File: config.mk
export PLATFORM = sky130hd
export DESIGN_NAME = pps_memory_hs
export DESIGN_NICKNAME = d
export VERILOG_FILES = /design/src/rtl/pps_memory_hs_pkg.sv /design/src/rtl/pps_memory_hs_mem_lane_align.sv /design/src/rtl/pps_memory_hs.sv
export SDC_FILE = /design/constraint.sdc
export NUM_CORES = 1
export LEC_CHECK = 0
export ABC_AREA = 1
export BUFFER_PORTS_ARGS = -buffer_cell sky130_fd_sc_hd__buf_2
export CAP_MARGIN = 20
export CORE_ASPECT_RATIO = 0.9
export CORE_MARGIN = 3
export CORE_UTILIZATION = 45
export DETAILED_ROUTE_END_ITERATION = 6
export GPL_ROUTABILITY_DRIVEN = 0
export GPL_TIMING_DRIVEN = 0
export PLACE_DENSITY_LB_ADDON = 0.12
export SYNTH_ARGS = -nofsm -noshare
export SYNTH_HDL_FRONTEND = slang
export SYNTH_HIERARCHICAL = 1
export SYNTH_SLANG_ARGS = --single-unit
export TNS_END_PERCENT = 100
File: constraint.sdc
create_clock -name clk -period 2.82 [get_ports clk]
set_input_delay 0.705 -clock clk [delete_from_list [all_inputs] [get_ports clk]]
set_output_delay 0.705 -clock clk [all_outputs]
set_load 0.005 [all_outputs]
File: src/rtl/pps_memory_hs_pkg.sv
// Shared definitions for the handshaked MEM stage.
// Holds the memop type codes, the FSM state encoding, the decoded access kind
// and small helpers for lane width and type decoding.
package pps_memory_hs_pkg;

  // Memop type codes as presented on MEM_memop_type_in.
  localparam int unsigned tMEM_OP_NULL   = 0;
  localparam int unsigned tMEM_OP_WORD   = 1;
  localparam int unsigned tMEM_OP_HWORD  = 2;
  localparam int unsigned tMEM_OP_HWORDU = 3;
  localparam int unsigned tMEM_OP_BYTE   = 4;
  localparam int unsigned tMEM_OP_BYTEU  = 5;

  typedef enum logic [1:0] {
    StIdle,
    StReq,
    StDone
  } state_e;

  // Access kind after decoding; OpWord must stay the all-zero encoding.
  typedef enum logic [2:0] {
    OpWord,
    OpHalf,
    OpHalfU,
    OpByte,
    OpByteU
  } op_kind_e;

  // Number of address bits that select a byte lane on the data bus.
  function automatic int unsigned lane_w(input int unsigned data_w);
    return $clog2(data_w / 8);
  endfunction

  // NULL and any unrecognised code are handled as a full word.
  function automatic op_kind_e decode_op(input logic [31:0] code);
    case (code)
      tMEM_OP_HWORD:  return OpHalf;
      tMEM_OP_HWORDU: return OpHalfU;
      tMEM_OP_BYTE:   return OpByte;
      tMEM_OP_BYTEU:  return OpByteU;
      default:        return OpWord;
    endcase
  endfunction

endpackage

File: src/rtl/pps_memory_hs_mem_lane_align.sv
// Combinational lane handling for the MEM stage.
// Store side: byte enables at the target lane and store data replicated
// across every lane of the bus.
// Load side: selects the byte/half/word at the lane and sign- or zero-extends.
// Ports:
//   st_kind, st_lane, st_data -> st_bwe, st_rep   (store path)
//   ld_kind, ld_lane, ld_data -> ld_ext           (load path)
module pps_memory_hs_mem_lane_align
  import pps_memory_hs_pkg::*;
#(
  parameter int unsigned DATA_W = 32
) (
  input  op_kind_e                         st_kind,
  input  logic [lane_w(DATA_W)-1:0]        st_lane,
  input  logic [31:0]                      st_data,
  output logic [DATA_W/8-1:0]              st_bwe,
  output logic [DATA_W-1:0]                st_rep,
  input  op_kind_e                         ld_kind,
  input  logic [lane_w(DATA_W)-1:0]        ld_lane,
  input  logic [DATA_W-1:0]                ld_data,
  output logic [31:0]                      ld_ext
);

  localparam int unsigned NB = DATA_W / 8;

  logic [DATA_W-1:0] ld_shift;

  always_comb begin
    st_bwe = '0;
    st_rep = '0;
    unique case (st_kind)
      OpByte, OpByteU: begin
        st_bwe = NB'(1) << st_lane;
        st_rep = {(DATA_W / 8){st_data[7:0]}};
      end
      OpHalf, OpHalfU: begin
        st_bwe = NB'(3) << st_lane;
        st_rep = {(DATA_W / 16){st_data[15:0]}};
      end
      default: begin
        st_bwe = NB'(15) << st_lane;
        st_rep = {(DATA_W / 32){st_data}};
      end
    endcase
  end

  // Bring the addressed lane down to bit 0, then extend.
  assign ld_shift = ld_data >> {ld_lane, 3'b000};

  always_comb begin
    ld_ext = '0;
    unique case (ld_kind)
      OpByte:  ld_ext = {{24{ld_shift[7]}}, ld_shift[7:0]};
      OpByteU: ld_ext = {24'b0, ld_shift[7:0]};
      OpHalf:  ld_ext = {{16{ld_shift[15]}}, ld_shift[15:0]};
      OpHalfU: ld_ext = {16'b0, ld_shift[15:0]};
      default: ld_ext = ld_shift[31:0];
    endcase
  end

endmodule

File: src/rtl/pps_memory_hs.sv
// Handshaked MEM pipeline stage.
// Accepts a load/store from EX/MEM, drives a req/ack memory port, stalls the
// pipeline until the access completes and produces writeback data.
// Misaligned accesses pulse MEM_addr_exc_out without issuing a request; a
// missing ack after TIMEOUT_CYC request cycles pulses MEM_bus_err_out.
// Ports:
//   clk, rst_n (synchronous, active low)
//   MEM_*_in from EX/MEM   : memop, memwr, memop_type, ALUOut, STData, inst_rd, RegWrite
//   memory port            : MEM_req_out, MEM_Addr_out, MEM_memwr_out, MEM_bwe_out,
//                            MEM_STData_out, MEM_ack_in, MEM_LDData_in
//   to pipeline / MEM/WB   : MEM_stall_out, MEM_MUXOut_out, MEM_inst_rd_out,
//                            MEM_RegWrite_out, MEM_addr_exc_out, MEM_bus_err_out
module pps_memory_hs
  import pps_memory_hs_pkg::*;
#(
  parameter int unsigned DATA_W           = 32,
  parameter int unsigned ADDR_W           = 32,
  parameter int unsigned MEM_OP_TYPE_SIZE = 7,
  parameter int unsigned TIMEOUT_CYC      = 255
) (
  input  logic                        clk,
  input  logic                        rst_n,
  input  logic                        MEM_memop_in,
  input  logic                        MEM_memwr_in,
  input  logic [MEM_OP_TYPE_SIZE-1:0] MEM_memop_type_in,
  input  logic [31:0]                 MEM_ALUOut_in,
  input  logic [31:0]                 MEM_STData_in,
  input  logic [4:0]                  MEM_inst_rd_in,
  input  logic                        MEM_RegWrite_in,
  output logic                        MEM_req_out,
  output logic [ADDR_W-1:0]           MEM_Addr_out,
  output logic                        MEM_memwr_out,
  output logic [DATA_W/8-1:0]         MEM_bwe_out,
  output logic [DATA_W-1:0]           MEM_STData_out,
  input  logic                        MEM_ack_in,
  input  logic [DATA_W-1:0]           MEM_LDData_in,
  output logic                        MEM_stall_out,
  output logic [31:0]                 MEM_MUXOut_out,
  output logic [4:0]                  MEM_inst_rd_out,
  output logic                        MEM_RegWrite_out,
  output logic                        MEM_addr_exc_out,
  output logic                        MEM_bus_err_out
);

  localparam int unsigned NB     = DATA_W / 8;
  localparam int unsigned LANE_W = lane_w(DATA_W);
  // Counter only needs to reach TIMEOUT_CYC-1.
  localparam int unsigned CNT_W  = (TIMEOUT_CYC > 1) ? $clog2(TIMEOUT_CYC) : 1;

  state_e              state_q;
  logic                req_q;
  logic [ADDR_W-1:0]   addr_q;
  logic                wr_q;
  logic [NB-1:0]       bwe_q;
  logic [DATA_W-1:0]   st_q;
  op_kind_e            kind_q;
  logic [LANE_W-1:0]   lane_q;
  logic [4:0]          rd_q;
  logic                rw_q;
  logic [31:0]         alu_q;
  logic [31:0]         result_q;
  logic [CNT_W-1:0]    cnt_q;
  logic                bus_err_q;

  op_kind_e            in_kind;
  logic [LANE_W-1:0]   in_lane;
  logic [ADDR_W-1:0]   in_addr;
  logic                misaligned;
  logic                timeout_hit;
  logic [NB-1:0]       st_bwe;
  logic [DATA_W-1:0]   st_rep;
  logic [31:0]         ld_ext;

  logic                stall;
  logic                addr_exc;
  logic [31:0]         mux_out;
  logic [4:0]          rd_out;
  logic                rw_out;

  assign in_kind = decode_op(32'(MEM_memop_type_in));
  assign in_lane = MEM_ALUOut_in[LANE_W-1:0];
  assign in_addr = MEM_ALUOut_in[ADDR_W-1:0];

  assign misaligned = ((in_kind == OpHalf || in_kind == OpHalfU) && in_lane[0]) ||
                      (in_kind == OpWord && in_lane[1:0] != 2'b00);

  assign timeout_hit = (TIMEOUT_CYC != 0) && (cnt_q == CNT_W'(TIMEOUT_CYC - 1));

  pps_memory_hs_mem_lane_align #(
    .DATA_W (DATA_W)
  ) u_lane_align (
    .st_kind (in_kind),
    .st_lane (in_lane),
    .st_data (MEM_STData_in),
    .st_bwe  (st_bwe),
    .st_rep  (st_rep),
    .ld_kind (kind_q),
    .ld_lane (lane_q),
    .ld_data (MEM_LDData_in),
    .ld_ext  (ld_ext)
  );

  always_ff @(posedge clk) begin
    if (!rst_n) begin
      state_q   <= StIdle;
      req_q     <= 1'b0;
      addr_q    <= '0;
      wr_q      <= 1'b0;
      bwe_q     <= '0;
      st_q      <= '0;
      kind_q    <= OpWord;
      lane_q    <= '0;
      rd_q      <= '0;
      rw_q      <= 1'b0;
      alu_q     <= '0;
      result_q  <= '0;
      cnt_q     <= '0;
      bus_err_q <= 1'b0;
    end else begin
      bus_err_q <= 1'b0;
      unique case (state_q)
        StIdle: begin
          if (MEM_memop_in && !misaligned) begin
            state_q <= StReq;
            req_q   <= 1'b1;
            addr_q  <= in_addr & ~ADDR_W'(NB - 1);
            wr_q    <= MEM_memwr_in;
            bwe_q   <= MEM_memwr_in ? st_bwe : '1;
            st_q    <= st_rep;
            kind_q  <= in_kind;
            lane_q  <= in_lane;
            rd_q    <= MEM_inst_rd_in;
            rw_q    <= MEM_RegWrite_in;
            alu_q   <= MEM_ALUOut_in;
            cnt_q   <= '0;
          end
        end
        StReq: begin
          cnt_q <= cnt_q + CNT_W'(1);
          if (MEM_ack_in) begin
            result_q <= ld_ext;
            req_q    <= 1'b0;
            state_q  <= StDone;
          end else if (timeout_hit) begin
            result_q  <= '0;
            req_q     <= 1'b0;
            rw_q      <= 1'b0;
            bus_err_q <= 1'b1;
            state_q   <= StDone;
          end
        end
        StDone: begin
          // An op presented here waits for the following idle cycle.
          state_q <= StIdle;
        end
        default: state_q <= StIdle;
      endcase
    end
  end

  always_comb begin
    stall    = 1'b0;
    addr_exc = 1'b0;
    mux_out  = MEM_ALUOut_in;
    rd_out   = MEM_inst_rd_in;
    rw_out   = MEM_RegWrite_in;
    unique case (state_q)
      StIdle: begin
        if (MEM_memop_in) begin
          rw_out = 1'b0;
          if (misaligned) begin
            addr_exc = 1'b1;
          end else begin
            stall = 1'b1;
          end
        end
      end
      StReq: begin
        stall  = 1'b1;
        rw_out = 1'b0;
      end
      StDone: begin
        mux_out = wr_q ? alu_q : result_q;
        rd_out  = rd_q;
        rw_out  = rw_q && !wr_q;
      end
      default: ;
    endcase
    // Keep the pipeline-facing pulses quiet while reset is asserted.
    if (!rst_n) begin
      stall    = 1'b0;
      addr_exc = 1'b0;
    end
  end

  assign MEM_req_out      = req_q;
  assign MEM_Addr_out     = addr_q;
  assign MEM_memwr_out    = wr_q;
  assign MEM_bwe_out      = bwe_q;
  assign MEM_STData_out   = st_q;
  assign MEM_stall_out    = stall;
  assign MEM_MUXOut_out   = mux_out;
  assign MEM_inst_rd_out  = rd_out;
  assign MEM_RegWrite_out = rw_out;
  assign MEM_addr_exc_out = addr_exc;
  assign MEM_bus_err_out  = bus_err_q;

endmodule
==> flow_summary.toml <==
[timing]
slew_viol_final = 0
setup_viol = 0
setup_ws_ns = 0.1370
setup_tns_ns = 0
period_needed_ns = 2.683
max_slew.worst_pin.slew_ns = 0.8495
final_hold_viol_count = 0
relSlewSlack_pct = 42.88
fin_skew_ns = 0.007023
grt_setup_unrepaired = "false"
fmax_mhz = 372.7
fin_crit_sh_pct = 95.14

[place]
place_ws_ns = -0.1184
dp_hpwl_um = 17580
portBuffers = 222

[logic_synthesis]
yosysTopAreaCell = "dfxtp_1"
yosysWarnings = 6
yosysSeqAreaShare_pct = 34.80
synth.cell_area_um2 = 7018
async_flop_share_pct = 0
synth-seq-cells = 122
synth_top_flop_cell = "dfxtp_1"
synth.area.top_cells = "dfxtp_1, nand2_1, a21oi_1, nand3_1, buf_4"
syn_inst = 1091
synthDistinctLibCells = 36
netlist.area_leader.share_pct = 34.80
synth.avg_cell_area_um2 = 6.433
synth_edf_count = 0

[drt]
post_drt_wl_per_cell_um = 14.83
final_antenna_net_count = 0
drt-pass1-iter-count = 7
drt-initial-drc-count = 698
viasPerCell = 5.115
num_vias = 7902
finalWirelength_um = 22920
drc = 0

[floorplan]
die_y_um = 124.5
die_area_um2 = 17130
initial_core_util_pct = 46.86
core_area_um2 = 14980
io_pins = 225
rows = 42
die_w_um = 137.6

[run_status]
status = "finished, final reports clean"

[clock_network]
root_buffer = "clkbuf_16"
ctsHoldBuffers = 0
htree_levels = 4
cts_max_path_buffers = 2
post-cts-setup-buffer-count = 0
clkLatencyLatePin_ns = 0.42
cts_tree = "built"
path_clk_slew_ns = 0.06
cts.sinks = 122
cts_buffers = 17

[setup_path]
end_kind = "primary output"
path_class = "input port to primary output"
cp_data_arrival_time_ns = 1.98
r2r-start = "cnt_q[0]"
startpoint = "MEM_memop_type_in[3]"
critPathLaunchType = "input port"
worst-path-max-fanout = 10
cp.required_ns = 2.12

[hold_path]
worstHoldStart = "rd_q[0]"
hold_path_class = "register to register"

[flow_run]
cap_viol_max_count = 0

[grt]
gr-usage-all-layers_pct = 26.42
grt_first_pass_wirelength_um = 36050
antenna_found_initial = 3
grt_max_degree = 17
grt_pass1_vias = 7162
overflow = 0

[power]
power_density_nw_per_um2 = 557.4
vdd_drop_max_uv = 501.1
p_leak_nw = 4.407

[layout]
layout_commonest_cell = "nand2_1"
area_growth_syn_to_layout_pct = 29.72
final_layout_size_suffix_gt1_share_pct = 27.34
layout_common_cells = "nand2_1, buf_2, a21oi_1"
nets = 1449
[Yosys cell counts (all sizes together) (2+ instances only)]
cell type and number:
nand2 389, a21oi 136, dfxtp 122, inv 92, nand3 89, buf 85, o21ai 61, nor2 38
o211ai 32, clkbuf 25, nand4 4, o21a 4, ha 2, nand3b 2, nor3 2
[routing by layer]
layer / GRT usage, % / up-vias / share of wire [%]
li1: - / 3973 / -
met3: 8.158 / 51 / 10
met5: 0 / - / 0.092
met1: 35.52 / 3544 / 43
met4: 8.685 / 4 / 2.5
met2: 40.15 / 330 / 44
[registers in the layout, indices dropped and copies added (netlist names), 2 cells and up]
name,cells
MEM_STData_out,32
result_q,32
alu_q,31
cnt_q,8
rd_q,5
MEM_bwe_out,4
kind_q,3
state_q,2
[critical path: stages]
cell	delay, ns
buf_2	0.11
nor2_1	0.15
nand2_1	0.07
nand2_1	0.06
nand2_1	0.08
nand4_1	0.14
nand3_2	0.11
buf_12	0.18
nand2_4	0.09
inv_2	0.06
nor2_2	0.09
buf_2	0.12
[area by class of cell]
cell class                      count  area (um2)
Antenna cell                        1       2.502
Sequential cell                   122        2442
Clock buffer                       22       494.2
Multi-Input combinational cell    768        3550
Timing Repair Buffer              222        1111
Fill cell                        1515        5873
Buffer                            110       721.9
Inverter                           92       347.8
Tap cell                          198       247.7
Clock inverter                     10       186.4
[logic make-up (layout without fill, tap and decap cells)]
| kind of cell | count (synthesis) | in the layout | synth area share, % |
|---|---|---|---|
| flops | 122 | 122 | 34.80 |
| buf+inv | 202 | 456 | 14.98 |
| fa+ha+maj | 2 | 2 | 0.3565 |
| compound gates | 237 | 237 | 18.58 |
| simple gates | 527 | 527 | 31.24 |
| other cells | 1 | 3 | 0.05343 |
[power by group]
group	switching (mW)	total [mW]	internal (mW)	leakage, nW
logic	0.435	0.752	0.317	3.09
registers	0.0340	1.83	1.79	0.991
clock network	0.811	2.50	1.69	0.325
total	1.28	5.07	3.79	4.41
[what timing repair did]
item / 4_1_cts / 5_1_grt
endpoints found under the setup margin: 38 / 24
gates cloned: 0 / 0
pin swaps: 0 / 1
gates resized for setup: 5 / 14
[final timing paths]
path | end | slack (ns) | depth (start not counted)
worst max register to register | result_q[18] | 1.02 | 8
worst max-delay path | MEM_stall_out | 0.14 | 12
worst min-delay path | rd_q[0] | 0.45 | 2
worst min register to register | rd_q[0] | 0.45 | 2
[per-stage QoR]
| step | cell area [um2] | util [%] | power [mW] | hold slack [ns] | cells |
|---|---|---|---|---|---|
| finish | 9104 | 60.79 | 5.074 | 0.4485 | 1545 |
| global route | 9104 | 60.79 | 5.279 | 0.4657 | 1545 |
| CTS | 9069 | 60.55 | 5.088 | 0.4529 | 1544 |
| detailed placement | 8381 | 55.96 | 2.601 | 0.4445 | 1512 |
| global placement | 8381 | 55.96 | 2.596 | 0.4390 | 1512 |
| floorplan | 7022 | - | 2.295 | 0.4254 | 1092 |
Power figures use the tool's default switching activity.
